## src/rtl/rst_sequencer.sv

```systemverilog
// Reset sequencer: synchronises REQ_N, holds all channels in reset, then releases them in index order.
// Optional request filter enabled by defining RST_SEQ_FILTER_EN.
module rst_sequencer #(
    parameter int NUM_CH      = 4,
    parameter int SYNC_STAGES = 2,
    parameter int HOLD_CYCLES = 16,
    parameter int GAP_CYCLES  = 4,
    parameter int FILTER_LEN  = 8
) (
    input  logic              CLK,
    input  logic              RST,
    input  logic              REQ_N,
    output logic [NUM_CH-1:0] RSTN_OUT,
    output logic              DONE,
    output logic              BUSY
);

    localparam int MAX_HG = (HOLD_CYCLES > GAP_CYCLES) ? HOLD_CYCLES : GAP_CYCLES;
    localparam int MAX_V  = (MAX_HG > FILTER_LEN) ? MAX_HG : FILTER_LEN;
    localparam int CW     = $clog2(MAX_V + 1);
    localparam int IW     = (NUM_CH > 1) ? $clog2(NUM_CH) : 1;
    localparam logic [NUM_CH-1:0] ONE = NUM_CH'(1);

    typedef enum logic [1:0] {
        S_ASSERT,
        S_HOLD,
        S_GAP,
        S_DONE
    } state_t;

    state_t                   state_q, state_d;
    logic [CW-1:0]            cnt_q, cnt_d;
    logic [IW-1:0]            idx_q, idx_d;
    logic [NUM_CH-1:0]        rstn_q, rstn_d;
    logic                     done_d, busy_d;
    logic [SYNC_STAGES-1:0]   sync_q;
    logic                     req_s;

    assign req_s = sync_q[SYNC_STAGES-1];

    always_ff @(posedge CLK) begin
        if (RST) begin
            sync_q  <= '0;
            state_q <= S_ASSERT;
            cnt_q   <= '0;
            idx_q   <= '0;
            rstn_q  <= '0;
            DONE    <= 1'b0;
            BUSY    <= 1'b0;
        end else begin
            sync_q  <= {sync_q[SYNC_STAGES-2:0], REQ_N};
            state_q <= state_d;
            cnt_q   <= cnt_d;
            idx_q   <= idx_d;
            rstn_q  <= rstn_d;
            DONE    <= done_d;
            BUSY    <= busy_d;
        end
    end

    assign RSTN_OUT = rstn_q;

    // A low synchronised request overrides every state; otherwise release one channel per expiry.
    always_comb begin
        state_d = state_q;
        cnt_d   = cnt_q;
        idx_d   = idx_q;
        rstn_d  = rstn_q;
        if (!req_s) begin
            state_d = S_ASSERT;
            cnt_d   = '0;
            idx_d   = '0;
            rstn_d  = '0;
        end else begin
            case (state_q)
                S_ASSERT: begin
                    rstn_d = '0;
`ifdef RST_SEQ_FILTER_EN
                    if (cnt_q == CW'(FILTER_LEN - 1)) begin
                        state_d = S_HOLD;
                        cnt_d   = '0;
                    end else begin
                        cnt_d = cnt_q + CW'(1);
                    end
`else
                    state_d = S_HOLD;
                    cnt_d   = '0;
`endif
                end
                S_HOLD: begin
                    if (cnt_q == CW'(HOLD_CYCLES - 1)) begin
                        rstn_d  = ONE;
                        idx_d   = IW'(1);
                        cnt_d   = '0;
                        state_d = (NUM_CH == 1) ? S_DONE : S_GAP;
                    end else begin
                        cnt_d = cnt_q + CW'(1);
                    end
                end
                S_GAP: begin
                    if (cnt_q == CW'(GAP_CYCLES - 1)) begin
                        rstn_d = (rstn_q << 1) | ONE;
                        cnt_d  = '0;
                        if (idx_q == IW'(NUM_CH - 1)) begin
                            state_d = S_DONE;
                        end else begin
                            idx_d = idx_q + IW'(1);
                        end
                    end else begin
                        cnt_d = cnt_q + CW'(1);
                    end
                end
                S_DONE: begin
                    rstn_d = '1;
                end
                default: begin
                    state_d = S_ASSERT;
                    cnt_d   = '0;
                    idx_d   = '0;
                    rstn_d  = '0;
                end
            endcase
        end
        done_d = (state_d == S_DONE);
        busy_d = (state_d == S_HOLD) || (state_d == S_GAP);
    end

endmodule

```

## config.mk

```make
export PLATFORM = sky130hd
export DESIGN_NAME = rst_sequencer
export DESIGN_NICKNAME = d
export VERILOG_FILES = /design/src/rtl/rst_sequencer.sv
export SDC_FILE = /design/constraint.sdc
export NUM_CORES = 1
export LEC_CHECK = 0
export BUFFER_PORTS_ARGS = -buffer_cell sky130_fd_sc_hd__buf_2
export CAP_MARGIN = 20
export CORE_ASPECT_RATIO = 0.8
export CORE_MARGIN = 1.5
export CORE_UTILIZATION = 40
export DETAILED_ROUTE_END_ITERATION = 16
export GPL_ROUTABILITY_DRIVEN = 0
export PLACE_DENSITY_LB_ADDON = 0.1
export SLEW_MARGIN = 10
export SYNTH_ARGS = -nofsm -noshare
export SYNTH_HDL_FRONTEND = slang
export SYNTH_SLANG_ARGS = --single-unit
```

## constraint.sdc

```tcl
create_clock -name CLK -period 2.4 [get_ports CLK]
set_input_delay 0.36 -clock CLK [delete_from_list [all_inputs] [get_ports CLK]]
set_output_delay 0.36 -clock CLK [all_outputs]
set_load 0.01 [all_outputs]
```

==> results.yml <==
timing:
  layout_setup_ws_ps: 383
  rsz0062_at_grt: "false"
  worst_slew_pin_slew_ps: 435
  hold_viol: 0
  period_share_pct: 84.1
  setup_viol: 0
  fin_setup_tns_ps: 0
  slew-limit-headroom_pct: 70.6
  clock.fmax_mhz: 496
  skew_ps: 6.36
  slew_viol_final: 0
  holdWs_ps: 260
  post-route-min-period_ps: 2020
layout:
  drive_gt1_share_pct: 16.1
  antenna_cells: 0
  final.fill_count: 210
  final_nets: 133
  fin_area_um2: 1080
  multi_input_area_um2: 593
  final_cell_mix: "dfxtp_1, ha_1, nand2_1"
  seq_area_um2: 340
  layout_commonest_cell: "dfxtp_1"
  area_growth_pct: 10.9
drt:
  dr.pass1.iters: 4
  wl_um: 1840
  ant_nets: 0
  vias_per_cell: 5.51
  wire_per_inst_um: 12.8
  post-route-drc-count: 0
  drt-initial-drc-count: 14
  vias: 788
clock_tree:
  cts_root_buf: "clkbuf_4"
  insertion_delay_ps: 300
  ctsResizeCount: 0
  cts_buffers: 3
  htree_num_levels: 1
  clkTransAtPathRegs_ps: 110
  cts.sinks: 17
  hold_buffers: 0
  post_cts_buffers: 0
  cts_tree: "done"
  cts_buffer_depth: 2
place:
  port_buffers: 8
  place_area_um2: 1060
  dpl.hpwl_um: 1370
  place_ws_ps: 420
critical_path:
  cp_data_required_time_ps: 2600
  crit_type: "reg2reg"
  worstSetupStartpointType: "register"
  endpoint_kind: "register"
  r2r_end: "BUSY"
  rr_startpoint: "cnt_q[0]"
  reg2reg_depth: 8
  cp.arrival_ps: 2220
  rrSetupSlack_ps: 380
  cp_max_fo: 5
floorplanning:
  rows: 15
  fp.coreArea_um2: 2230
  die_area_um2: 2750
  die_w_um: 58.3
  pin_count: 9
  die-height_um: 47.2
  start_util_pct: 43.8
synthesis:
  synth-seq-cells: 17
  synthCells: 107
  synth_seq_area_share_pct: 34.8
  synth_top_area_share_pct: 34.8
  yosysWarnings: 0
  yosys.cell_types.count: 32
  synth_largest_area_cell: "dfxtp_1"
  synth.area.top_cells: "dfxtp_1, ha_1, nor2b_1"
  syn-cell-area_um2: 978
  syn_area_per_cell_um2: 9.14
  syn_nets: 121
worst_hold_path:
  whs_path_depth: 2
  min-delay-start: "REQ_N"
  min_to: "sync_q[0]"
  hold_class: "in2reg"
run_status:
  outcome: "complete, no violations"
power:
  switching_share_pct: 23.7
  comb_power_share_pct: 4.4
  p_clk_share_pct: 34.2
  powerDensity_nw_per_um2: 429
  power_switching_uw: 110
  intPower_uw: 355
  seqPwrFrac_pct: 61.4
  worst_ir_drop_vdd_v: 0.000406
  leakagePower_uw: 0.000426
global_routing:
  grt_pass1_vias: 713
  grt_start_max_net_pins: 12
  grt_pass1_wl_um: 3220
  grt-ovfl-total: 0
  antenna_found_initial: 0
  grt_util_all_layers_pct: 16.0
job:
  maxCapViolCount: 0
==> Yosys cell counts (all sizes together) <==
cell and instances:
inv 8, o221a 1, nand4b 1, nor2b 8, a2111oi 3, a211o 1, a31oi 4, a21o 1
a31o 1, nor2 1, or3 3, or4 1, nand2b 3, nand3 4, or4b 1, nor4b 1
o21ai 1, a211oi 1, clkbuf 4, ha 11, nor3b 2, a21oi 5, dfxtp 17, mux2i 4
o31ai 2, o211ai 1, a32oi 1, and2 1, nand2 10, o22ai 4, and3 1
==> layer usage <==
metal	wire, µm	up-vias	track usage, %
met3	68	2	5.79
met5	0	-	0
met4	19	0	4.19
met1	1010	360	20.7
li1	-	418	-
met2	736	8	25.6
==> final cells by class <==
| cell class | count | area share (%) |
|---|---|---|
| Inverter | 8 | 2.77 |
| Sequential cell | 17 | 31.4 |
| Tap cell | 25 | 2.88 |
| Multi-Input combinational cell | 78 | 54.7 |
| Clock inverter | 1 | 0.461 |
| Clock buffer | 3 | 2.08 |
| Timing Repair Buffer | 11 | 5.77 |
==> flip-flops by register name, indices dropped and copies added (netlist names) <==
register and flops:
cnt_q 5, RSTN_OUT 4, idx_q 2, state_q 2, sync_q 2, BUSY 1
DONE 1
==> kinds of logic after synthesis <==
group,count (synthesis),share of synthesized area (%)
AOI/OAI and AO/OA,26,20.5
adders and majority gates,11,14.1
DFF,17,34.8
muxes,4,4.09
buffers and inverters,12,4.60
and+or+nand+nor,37,22.0
==> metrics by stage <==
stage          instances  utilization (%)  power [µW]
2_1_floorplan        107                -         306
3_5_place_dp         139             47.3         313
4_1_cts              143             48.6         473
5_1_grt              143             48.6         487
6_report             143             48.6         466
3_3_place_gp         139             47.3         313
==> worst max path at each step <==
stage	from	end	slack, ps	cells after the start
after floorplan	cnt_q[0]	BUSY	370	8
after global placement	cnt_q[0]	BUSY	470	8
after detailed placement	cnt_q[0]	BUSY	420	8
after CTS	cnt_q[0]	BUSY	380	8
after global routing	cnt_q[0]	BUSY	180	8
final	cnt_q[0]	BUSY	380	8
==> power by group through the flow <==
stage	Combinational, µW	Clock [µW]	Sequential [µW]
floorplan	13.1	0	293
global placement	20.5	0	293
detailed placement	20.4	0	293
CTS	20.5	166	286
global route	23.0	177	287
finish	20.4	159	286
==> worst max-delay path, cell delays in order (launching register included) <==
cell,delay [ps]
dfxtp_1,420
ha_1,240
and3_1,190
ha_1,180
nor2b_1,70
o31ai_1,260
a31oi_1,140
ha_1,290
nor2b_1,120
Note: power is estimated with default switching activity, not from simulation.
